--- config.mk ---
export PLATFORM = sky130hd
export DESIGN_NAME = key_debounce
export DESIGN_NICKNAME = d
export VERILOG_FILES = /design/src/rtl/key_debounce.sv
export SDC_FILE = /design/constraint.sdc
export NUM_CORES = 1
export LEC_CHECK = 0
export ABC_AREA = 1
export ABC_CLOCK_PERIOD_IN_PS = 2700
export CAP_MARGIN = 20
export CELL_PAD_IN_SITES_DETAIL_PLACEMENT = 0
export CELL_PAD_IN_SITES_GLOBAL_PLACEMENT = 1
export CORE_ASPECT_RATIO = 0.9
export CORE_MARGIN = 3
export CORE_UTILIZATION = 30
export DETAILED_ROUTE_END_ITERATION = 12
export PLACE_DENSITY = 0.53
export SLEW_MARGIN = 20
export SYNTH_ARGS = -nofsm -noshare
export SYNTH_HDL_FRONTEND = slang
export SYNTH_SLANG_ARGS = --single-unit
--- constraint.sdc ---
create_clock -name clk -period 2.7 [get_ports clk]
set_input_delay 0.405 -clock clk [delete_from_list [all_inputs] [get_ports clk]]
set_output_delay 0.405 -clock clk [all_outputs]
set_load 0.005 [all_outputs]
--- src/rtl/key_debounce.sv ---
// key_debounce: per-key synchroniser, debouncer and press/release/long-press pulse generator.
// Rev 1.0
`timescale 1ns/1ps
`default_nettype none

module key_debounce #(
   parameter int N_KEYS          = 2,
   parameter int DEBOUNCE_CYCLES = 500000,
   parameter int HOLD_CYCLES     = 50000000
) (
   input  logic              clk,
   input  logic              reset_n,
   input  logic              run_enable,
   input  logic [N_KEYS-1:0] key_n,
   output logic [N_KEYS-1:0] key_state,
   output logic [N_KEYS-1:0] key_press,
   output logic [N_KEYS-1:0] key_release,
   output logic [N_KEYS-1:0] key_long
);

   localparam int DW = $clog2(DEBOUNCE_CYCLES);
   localparam int HW = $clog2(HOLD_CYCLES + 1);

   localparam logic [DW-1:0] DB_LAST   = DW'(DEBOUNCE_CYCLES - 1);
   localparam logic [HW-1:0] HOLD_LAST = HW'(HOLD_CYCLES - 1);
   localparam logic [HW-1:0] HOLD_MAX  = HW'(HOLD_CYCLES);

   typedef enum logic {
      IDLE    = 1'b0,
      PRESSED = 1'b1
   } key_fsm_t;

   for (genvar i = 0; i < N_KEYS; i++) begin : g_key
      logic          sync1;
      logic          sync2;
      key_fsm_t      state;
      logic [DW-1:0] db_cnt;
      logic [HW-1:0] hold_cnt;
      logic          long_done;
      logic          press_q;
      logic          release_q;
      logic          long_q;

      always_ff @(posedge clk or negedge reset_n) begin
         if (!reset_n) begin
            sync1     <= 1'b0;
            sync2     <= 1'b0;
            state     <= IDLE;
            db_cnt    <= '0;
            hold_cnt  <= '0;
            long_done <= 1'b0;
            press_q   <= 1'b0;
            release_q <= 1'b0;
            long_q    <= 1'b0;
         end else if (!run_enable) begin
            sync1     <= 1'b0;
            sync2     <= 1'b0;
            state     <= IDLE;
            db_cnt    <= '0;
            hold_cnt  <= '0;
            long_done <= 1'b0;
            press_q   <= 1'b0;
            release_q <= 1'b0;
            long_q    <= 1'b0;
         end else begin
            sync1     <= ~key_n[i];
            sync2     <= sync1;
            press_q   <= 1'b0;
            release_q <= 1'b0;
            long_q    <= 1'b0;

            // Hold counting first so that an accepted release below overrides it.
            if (state == PRESSED && hold_cnt != HOLD_MAX) begin
               hold_cnt <= hold_cnt + HW'(1);
               if (hold_cnt == HOLD_LAST && !long_done) begin
                  long_q    <= 1'b1;
                  long_done <= 1'b1;
               end
            end

            if (sync2 == (state == PRESSED)) begin
               db_cnt <= '0;
            end else if (db_cnt == DB_LAST) begin
               db_cnt <= '0;
               if (state == IDLE) begin
                  state   <= PRESSED;
                  press_q <= 1'b1;
               end else begin
                  state     <= IDLE;
                  release_q <= 1'b1;
                  hold_cnt  <= '0;
                  long_done <= 1'b0;
                  long_q    <= 1'b0;
               end
            end else begin
               db_cnt <= db_cnt + DW'(1);
            end
         end
      end

      assign key_state[i]   = (state == PRESSED);
      assign key_press[i]   = press_q;
      assign key_release[i] = release_q;
      assign key_long[i]    = long_q;
   end

endmodule

`default_nettype wire

# ---- Yosys cells after proc, flatten, opt, wreduce, memory -nomap -nowiden
# Index checks and enable logic that the tools add are counted.
dict set report totals {
  register_bits 104
  input_bits 5
  output_inout_bits 8
  wordCells 110
}
dict set report op_classes {
  add_sub_neg 4
  n_eq_ne 12
  mux 66
  bitwise_logic 2
  n_reduce_logical 8
}
# op n
set op_table {}
lappend op_table {{26-bit two-way mux} 10}
lappend op_table {{19-bit two-way mux} 6}
lappend op_table {{26-bit by 1-bit adder with 26-bit output (second input constant)} 2}
lappend op_table {{26-bit == test (second input constant)} 2}
lappend op_table {{26-bit inequality test (second input constant)} 2}
lappend op_table {{1-bit two-way mux} 50}
lappend op_table {{19-bit by 1-bit adder with 19-bit output (second input constant)} 2}
lappend op_table {{19-bit == test (second input constant)} 2}
lappend op_table {{1-bit logical AND} 4}
lappend op_table {{2-bit by 1-bit inequality test with 1-bit output (second input constant)} 2}
lappend op_table {{2-bit inequality test (second input constant)} 2}
lappend op_table {{2-bit AND reduction} 2}
lappend op_table {{1-bit == test} 2}
lappend op_table {{1-bit zero test} 2}
lappend op_table {{1-bit inverter} 2}

# ---- Logic depth before layout (Yosys ltp)
# Gate-level depths: netlist of run 1.
dict set report depth {
  depth_word 8
  ltp_mapped 13
  ltp_nobuf 13
}

# ---- Least setup slack after synthesis of run 1
# OpenSTA, ideal clock, no wires.
dict set report synth_timing {
  kind {flip-flop to flip-flop}
  startpoint {register g_key[1].db_cnt[0]}
  endpoint {register g_key[1].db_cnt[16]}
  setup_ns 0.120
  arrival_time_ns 1.529
  slack_ns 1.051
  path_stages_with_launch 13
  period_less_slack_ns 1.649
  cell_sequence {dfrtp_1 -> ha_1 -> nand2_1 -> inv_1 -> nand3_2 -> inv_2 -> nand2_2 -> nor2_4 -> nand2_2 -> nor2_2 -> nand2_1 -> xor2_1 -> nor2_2}
}
dict set report synth_between {
  elab_chain_cells 4
}
# element line_no
set synth_rtl {}
lappend synth_rtl {{start: declaration} 37} ;# logic [DW-1:0] db_cnt;
lappend synth_rtl {{start signal: assignment} 96} ;# db_cnt <= db_cnt + DW'(1);
lappend synth_rtl {{19-bit by 1-bit adder with 19-bit output or 19-bit == test (tied branches)} {96, 83}}
lappend synth_rtl {{19-bit two-way mux *} 83} ;# end else if (db_cnt == DB_LAST) begin
lappend synth_rtl {{19-bit two-way mux *} 81} ;# if (sync2 == (state == PRESSED)) begin
lappend synth_rtl {{19-bit two-way mux *} 55} ;# end else if (!run_enable) begin
# Every way passes the cells marked *; elsewhere a longest branch is shown, timed or not.
# A chain may end at the register's enable or synchronous reset.

# ---- Worst setup path after layout of run 1
dict set report layout_timing {
  startpoint {register g_key[0].hold_cnt[0]}
  endpoint {register g_key[0].hold_cnt[19]}
}
dict set report layout_between {
  elab_chain_cells 7
}
# element line_no
set layout_rtl {}
lappend layout_rtl {{start: declaration} 38} ;# logic [HW-1:0] hold_cnt;
lappend layout_rtl {{start signal: assignment} 74} ;# hold_cnt <= hold_cnt + HW'(1);
lappend layout_rtl {{branches (longest 2 deep; another with 26-bit by 1-bit adder with 26-bit output)} n/a}
lappend layout_rtl {{26-bit two-way mux *} 73} ;# if (state == PRESSED && hold_cnt != HOLD_MAX) begin
lappend layout_rtl {{26-bit two-way mux} 85} ;# if (state == IDLE) begin
lappend layout_rtl {{26-bit two-way mux} 83}
lappend layout_rtl {{26-bit two-way mux *} 81}
lappend layout_rtl {{26-bit two-way mux *} 55}
# Every way passes the cells marked *.

==> summary.txt, run 1 <==
Timing
  • Tightest Pin Transition: 0.6201 ns
  • Fmax achieved: roughly 480 MHz
  • Final cycle utilization of the critical path: slightly below 80%
  • Hold Slack: 0.05491 ns
  • Setup TNS: 0 ns
  • Pins over their slew limit: 0
  • Final Hold Fails: 0
  • Slew headroom: between 50% and 60%
  • Final Critical Period: 2.096 ns
  • Final count of negative-setup-slack endpoints: 0
  • Clock Skew: ~0.012 ns
  • RSZ-0062 raised after global routing: no

Floorplanning
  • Row count: 51
  • Starting Density: 30.62%
  • Die height: 147.4 um
  • DIE WIDTH: around 160 um
  • I/O Pins: 13
  • Die area: 24040 um^2
  • Core box area: 21760 um^2

Worst setup path
  • R2R depth: 11
  • Worst path required time: ~2.9 ns
  • Flop-to-flop setup slack: 0.60 ns
  • Kind of critical path: register to register
  • Crit Path Max Fanout: 8
  • Start point of the critical path: g_key[0].hold_cnt[0]$_DFF_PN0_
  • R2r endpoint: g_key[0].hold_cnt[19]$_DFF_PN0_
  • Crit path launch type: register
  • Crit path DAT: 2.34 ns
  • R2r startpoint: g_key[0].hold_cnt[0]$_DFF_PN0_
  • Endpoint kind of the worst setup timing path: register

Layout
  • # diodes: 0
  • Share of cells above drive strength 1: between 10% and 20%
  • Nets: 967
  • Final Cell Area: approximately 7400 um^2
  • Area growth syn-to-layout: 10.69%

Power
  • Peak supply drop: 0.2830 mV
  • Cell-internal power: 2.317 mW
  • Combinational share of power: 4.0%
  • Clock Power Share: 45.0%
  • PwrDens: around 420 nW/um^2
  • Seq pwr share: 51.0%
  • Tot Pwr: just over 3 mW
  • Switching power: 755.9 uW
  • Leak pwr: about 3.2 nW
  • Sw frac: 24.60%

Outcome
  • Status: complete, no violations

Global routing
  • GR Overflow Total: 0
  • Tot GR Track Use: 16.43%
  • Number of global-route vias before repair: 5847
  • Initial antenna violation count: 0
  • Pin count of the biggest net entering global routing: 43
  • First-pass GRT wire length: 31.71 mm

Yosys
  • Flops & latches, synth: 104
  • Synth warnings: 0
  • Post-Syn Area: approximately 6700 um^2
  • Library cells used by synthesis: 44
  • Gate Count Post-Synth: roughly 950
  • Number of synthesized flops with an enable pin: 0
  • Post-synth top flop: dfrtp_1
  • Sequential area share after synthesis: 39.06%
  • Syn_area_per_cell: 7.036 um^2
  • Synth async-reset ratio: between 90% and 100%
  • Syn_nets: 958

Flow run
  • Maxcap violations: 0

Drt
  • Pre-Repair DR Iteration Count: 5
  • Routed Antenna Nets: 0
  • Via Count: 5823
  • WL final: 18.66 mm
  • DRT iter0 DRCs: 365
  • Vias per std cell: 4.651
  • Drt wl/cell: 14.90 um
  • Remaining DRCs: 0

Place
  • I/O Buffers: 12
  • Hpwl dp: 13.44 mm
  • DP Area: 7078 um^2
  • Final Wtd Congestion: a little under 0.8

CTS
  • TritonCTS clock tree: done
  • Clock sinks: 104
  • Post-CTS Hold Buffers: 0
  • CTS root buf: clkbuf_16
  • H-tree levels: 3
  • Clk slew on worst S/H paths: about 0.08 ns
  • CTS Buf Count: 9
  • Post_cts resized: 0
  • Worst skew pair latency: ~0.36 ns
  • Deepest clock path buffer count: 2
  • Post-CTS Setup Inserts: 0

Worst hold path
  • Hold Path Class: input port to asynchronous set/reset pin
## through the flow
step	instances	utilization [%]	setup WS [ns]
finish	1252	33.89	0.6044
detailed placement	1236	32.53	0.5891
CTS	1252	33.89	0.5768
global placement	1236	32.53	0.5675
global route	1252	33.89	0.3567
floorplan	947	-	1.051
## layout make-up
type / instances / area [um^2]
Fill cell: 2459 / 14390
Multi-Input combinational cell: 698 / 3447
Sequential cell: 104 / 2603
Inverter: 119 / 449.2
Tap cell: 291 / 364.1
Clock buffer: 9 / 225.2
Timing Repair Buffer: 24 / 215.2
Clock inverter: 7 / 71.32
## sequential cells by signal, summed over array words and instances, names as in the netlist
name,count
g_key.db_cnt,38
g_key.sync2,2
g_key.hold_cnt,52
g_key.state,2
g_key.press_q,2
g_key.long_q,2
g_key.long_done,2
g_key.sync1,2
g_key.release_q,2
## Yosys cell counts (2+ instances only)
cell | instances | area share [%]
inv_1 | 107 | 6.0
nor3_1 | 30 | 2.3
and2_1 | 2 | 0.19
nor3b_1 | 3 | 0.34
nor2_1 | 154 | 8.7
nor2_4 | 11 | 1.9
o21a_1 | 6 | 0.68
o21bai_1 | 2 | 0.23
xor2_1 | 16 | 2.1
buf_2 | 8 | 0.60
ha_1 | 6 | 1.1
nand4_1 | 33 | 3.1
nand3_4 | 2 | 0.53
buf_4 | 11 | 1.2
clkbuf_1 | 4 | 0.23
nor3_2 | 3 | 0.45
nor2_2 | 17 | 1.6
a211oi_1 | 4 | 0.45
buf_6 | 2 | 0.34
nand2_1 | 252 | 14
o21ai_1 | 9 | 0.68
nand2_2 | 12 | 1.1
a22oi_1 | 5 | 0.56
nand3b_1 | 2 | 0.23
a21oi_1 | 28 | 2.1
xnor2_1 | 2 | 0.26
nor4_1 | 5 | 0.47
o31ai_1 | 2 | 0.23
nand3_2 | 7 | 1.1
o21ai_0 | 7 | 0.53
nand3_1 | 69 | 5.2
dfrtp_1 | 104 | 39
nand2_4 | 2 | 0.34
inv_2 | 10 | 0.56
## worst max path at each step
stage          depth (start not counted)                              end  slack [ns]
2_1_floorplan                         12    g_key[1].db_cnt[16]$_DFF_PN0_        1.05
3_3_place_gp                          10  g_key[0].hold_cnt[20]$_DFF_PN0_        0.57
3_5_place_dp                          11  g_key[0].hold_cnt[19]$_DFF_PN0_        0.59
4_1_cts                               11  g_key[0].hold_cnt[19]$_DFF_PN0_        0.58
5_1_grt                               11  g_key[0].hold_cnt[19]$_DFF_PN0_        0.36
6_report                              11  g_key[0].hold_cnt[19]$_DFF_PN0_        0.60
## layer usage
metal  share of wire [%]  GRT usage (%)  vias to the layer above
li1                    -              -                     3020
met1                  51          23.91                     2735
met2                  45          26.19                       57
met3                 2.6          2.410                       11
met4                0.86          3.171                        0
met5                   0              0                        -
## power groups by stage
stage / logic [mW] / clock network (mW) / registers, mW
3_3_place_gp: 0.129 / 0 / 1.60
2_1_floorplan: 0.0575 / 0 / 1.60
6_report: 0.122 / 1.38 / 1.57
5_1_grt: 0.144 / 1.51 / 1.57
4_1_cts: 0.129 / 1.44 / 1.57
3_5_place_dp: 0.129 / 0 / 1.60
## cell usage in the layout, fill, tap and decap left out, drive strengths merged, types with 3 or more instances in the layout
cell type / n
a211oi: 4
a21oi: 29
a22oi: 5
buf: 14
clkbuf: 9
clkdlybuf4s50: 10
clkinv: 4
dfrtp: 104
ha: 6
inv: 119
nand2: 266
nand3: 78
nand4: 33
nor2: 183
nor3: 34
nor3b: 3
nor4: 5
o21a: 6
o21ai: 16
xor2: 17
## worst max-delay path, stage by stage (launching register included)
cell     delay (ns)
dfrtp_1        0.47
inv_1          0.09
ha_1           0.20
nand3_1        0.08
nor2_1         0.05
nand3_1        0.10
nand2_1        0.19
buf_4          0.25
nor2_4         0.19
nand2_1        0.13
o21ai_0        0.17
nand2_1        0.06
## kinds of logic (layout without fill, tap and decap cells)
logic type / count (synthesis) / in the layout / share of synthesized area, %
AOI/OAI and AO/OA: 66 / 66 / 5.784
xor gates and xnor gates: 19 / 19 / 2.610
adders and majority gates: 6 / 6 / 1.127
buffers and inverters: 145 / 159 / 9.202
DFF: 104 / 104 / 39.06
and+or+nand+nor: 607 / 607 / 42.22
Note: power is estimated with default switching activity, not from simulation.
==> run 2: changes to the inputs <==
--- a/config.mk
+++ b/config.mk
@@ -6,7 +6,7 @@
 export NUM_CORES = 1
 export LEC_CHECK = 0
 export ABC_AREA = 1
-export ABC_CLOCK_PERIOD_IN_PS = 2700
+export ABC_CLOCK_PERIOD_IN_PS = 2100
 export CAP_MARGIN = 20
 export CELL_PAD_IN_SITES_DETAIL_PLACEMENT = 0
 export CELL_PAD_IN_SITES_GLOBAL_PLACEMENT = 1
==> constraint.sdc (replaced) <==
create_clock -name clk -period 2.1 [get_ports clk]
set_input_delay 0.315 -clock clk [delete_from_list [all_inputs] [get_ports clk]]
set_output_delay 0.315 -clock clk [all_outputs]
set_load 0.005 [all_outputs]
==> run 2 against run 1 <==
  * Non-clock buffer count increased by 22
  * Critical endpoint is now key_state[0]
  * Clock power increased by 37%
  * Sequential share of layout area decreased by 1.1 points
  * Total power increased by 33%
  * Critical path depth decreased by 10
  * Flip-flop and latch count unchanged
==> summary.txt, run 2 (synthesis gave the netlist of run 1 again) <==
Place
  • Hpwl dp: approximately 13 mm
  • I/O Buffers: 12
  • Final Wtd Congestion: 0.7916

Timing
  • Final count of negative-setup-slack endpoints: 0
  • Fmax achieved: 526.7 MHz
  • Setup TNS: 0 ns
  • RSZ-0062 raised after global routing: no
  • Final cycle utilization of the critical path: 90.41%
  • Final Hold Fails: 0
  • Slew headroom: 65.64%
  • Clock Skew: between 0.01 and 0.015 ns
  • Final Critical Period: between 1.5 and 2 ns
  • Pins over their slew limit: 0
  • Tightest Pin Transition: 0.5115 ns

CTS
  • Clock sinks: 104
  • H-tree levels: 3
  • Post-CTS Setup Inserts: 0
  • Worst skew pair latency: between 0.3 and 0.4 ns
  • Clk slew on worst S/H paths: around 0.08 ns
  • TritonCTS clock tree: done
  • CTS root buf: clkbuf_16
  • CTS Buf Count: 9
  • Deepest clock path buffer count: 2

Worst setup path
  • Crit path DAT: 1.58 ns
  • Worst path required time: 1.78 ns
  • Critical Path Max Stage Delay: 0.63 ns
  • Kind of critical path: register to primary output
  • Start point of the critical path: g_key[0].state$_DFFE_PN0P_
  • Critical Path Stages: 1
  • R2r endpoint: g_key[0].hold_cnt[18]$_DFF_PN0_
  • R2r startpoint: g_key[0].hold_cnt[0]$_DFF_PN0_
  • R2R depth: 13
  • Crit path cell chain: clkdlybuf4s50_1
  • Critical Path End: key_state[0]
  • Slowest CP cell: dfrtp_1
  • Crit Path Max Fanout: 9
  • WP buf/inv: 1
  • CP top delay family: flip-flops
  • Endpoint kind of the worst setup timing path: primary output
  • Flop-to-flop setup slack: 0.22 ns
  • Crit path launch type: register

Layout
  • Most frequent cells in the layout: nand2_1 (252), nor2_1 (154), inv_1 (107)
  • Multi-input logic area: about 3500 um^2
  • Top reg by flops: g_key.hold_cnt
  • Max FFs per register: 52
  • Area growth syn-to-layout: 14.23%
  • # diodes: 0
  • Share of cells above drive strength 1: about 12%
  • Commonest non-fill, non-tap cell in the layout: nand2_1
  • Finished Core Util: 34.98%
  • Layout fillers: 2382
  • Nets: 989
  • Register area: 2603 um^2
  • Biggest regs: g_key.hold_cnt (52), g_key.db_cnt (38)

Drt
  • Routed Antenna Nets: 0
  • DRT iter0 DRCs: 311
  • Remaining DRCs: 0
  • Via Count: 5860
  • Vias per std cell: 4.603
  • Drt wl/cell: 14.38 um
  • Pre-Repair DR Iteration Count: 5
  • WL final: 18.31 mm

Global routing
  • Number of global-route vias before repair: about 6k
  • Initial antenna violation count: 0
  • Tot GR Track Use: between 10% and 20%
  • GR Overflow Total: 0
  • First-pass GRT wire length: 31.25 mm
  • Pin count of the biggest net entering global routing: 50

Power
  • Peak supply drop: 0.4286 mV
  • Leak pwr: 3.315 nW
  • PwrDens: between 500 and 600 nW/um^2

Outcome
  • Status: complete, no violations

Floorplanning
  • I/O Pins: 13
  • Die area: ~24000 um^2
  • Die height: 147.4 um
  • Core box area: 21760 um^2
  • DIE WIDTH: 163.1 um
  • Starting Density: 30.62%
  • Row count: 51

Worst hold path
  • Hold Path Class: input port to register

Flow run
  • Maxcap violations: 0
run 2: metrics by stage:
stage,total power [mW],worst slack (ns),cells,hold slack [ns],instance area (um^2)
global route,4.256,0.001034,1273,0.4524,7611
detailed placement,2.232,0.09835,1257,0.3101,7273
CTS,4.167,0.07596,1273,0.4278,7599
floorplan,2.129,0.4508,947,0.01941,6663
global placement,2.235,0.08132,1257,0.3105,7273
finish,4.080,0.2013,1273,0.4365,7611
run 2: power breakdown:
| group | total, mW | switching, mW | internal, mW |
|---|---|---|---|
| sequential | 2.01 | 0.00565 | 2.01 |
| combinational | 0.171 | 0.121 | 0.0500 |
| clock | 1.89 | 0.846 | 1.05 |
run 2: worst min-delay path by stage:
stage,endpoint,start,depth (start not counted)
CTS,g_key[0].sync2$_DFF_PN0_,run_enable,4
global placement,g_key[1].db_cnt[12]$_DFF_PN0_,reset_n,1
global route,g_key[0].hold_cnt[25]$_DFF_PN0_,run_enable,4
finish,g_key[1].db_cnt[4]$_DFF_PN0_,run_enable,5
floorplan,g_key[0].db_cnt[0]$_DFF_PN0_,reset_n,0
detailed placement,g_key[1].db_cnt[13]$_DFF_PN0_,reset_n,1
run 2: area by class of cell:
class	count	area share (%)
Tap cell	291	4.784
Inverter	119	5.902
Multi-Input combinational cell	698	45.45
Sequential cell	104	34.19
Clock inverter	6	1.184
Timing Repair Buffer	46	5.524
Clock buffer	9	2.959
run 2: metal layers:
layer	part of all wire (%)	up-vias	global-route usage, %
met5	0	-	0
met4	0.94	0	3.340
met3	2.0	11	2.550
met2	46	47	26.48
met1	51	2729	22.57
li1	-	3073	-
run 2: timing repair:
item,in CTS,in global routing
endpoints found under the setup margin,0,11
hold buffers,1,0
gates resized for setup,0,3
endpoints found under the hold margin,30,0
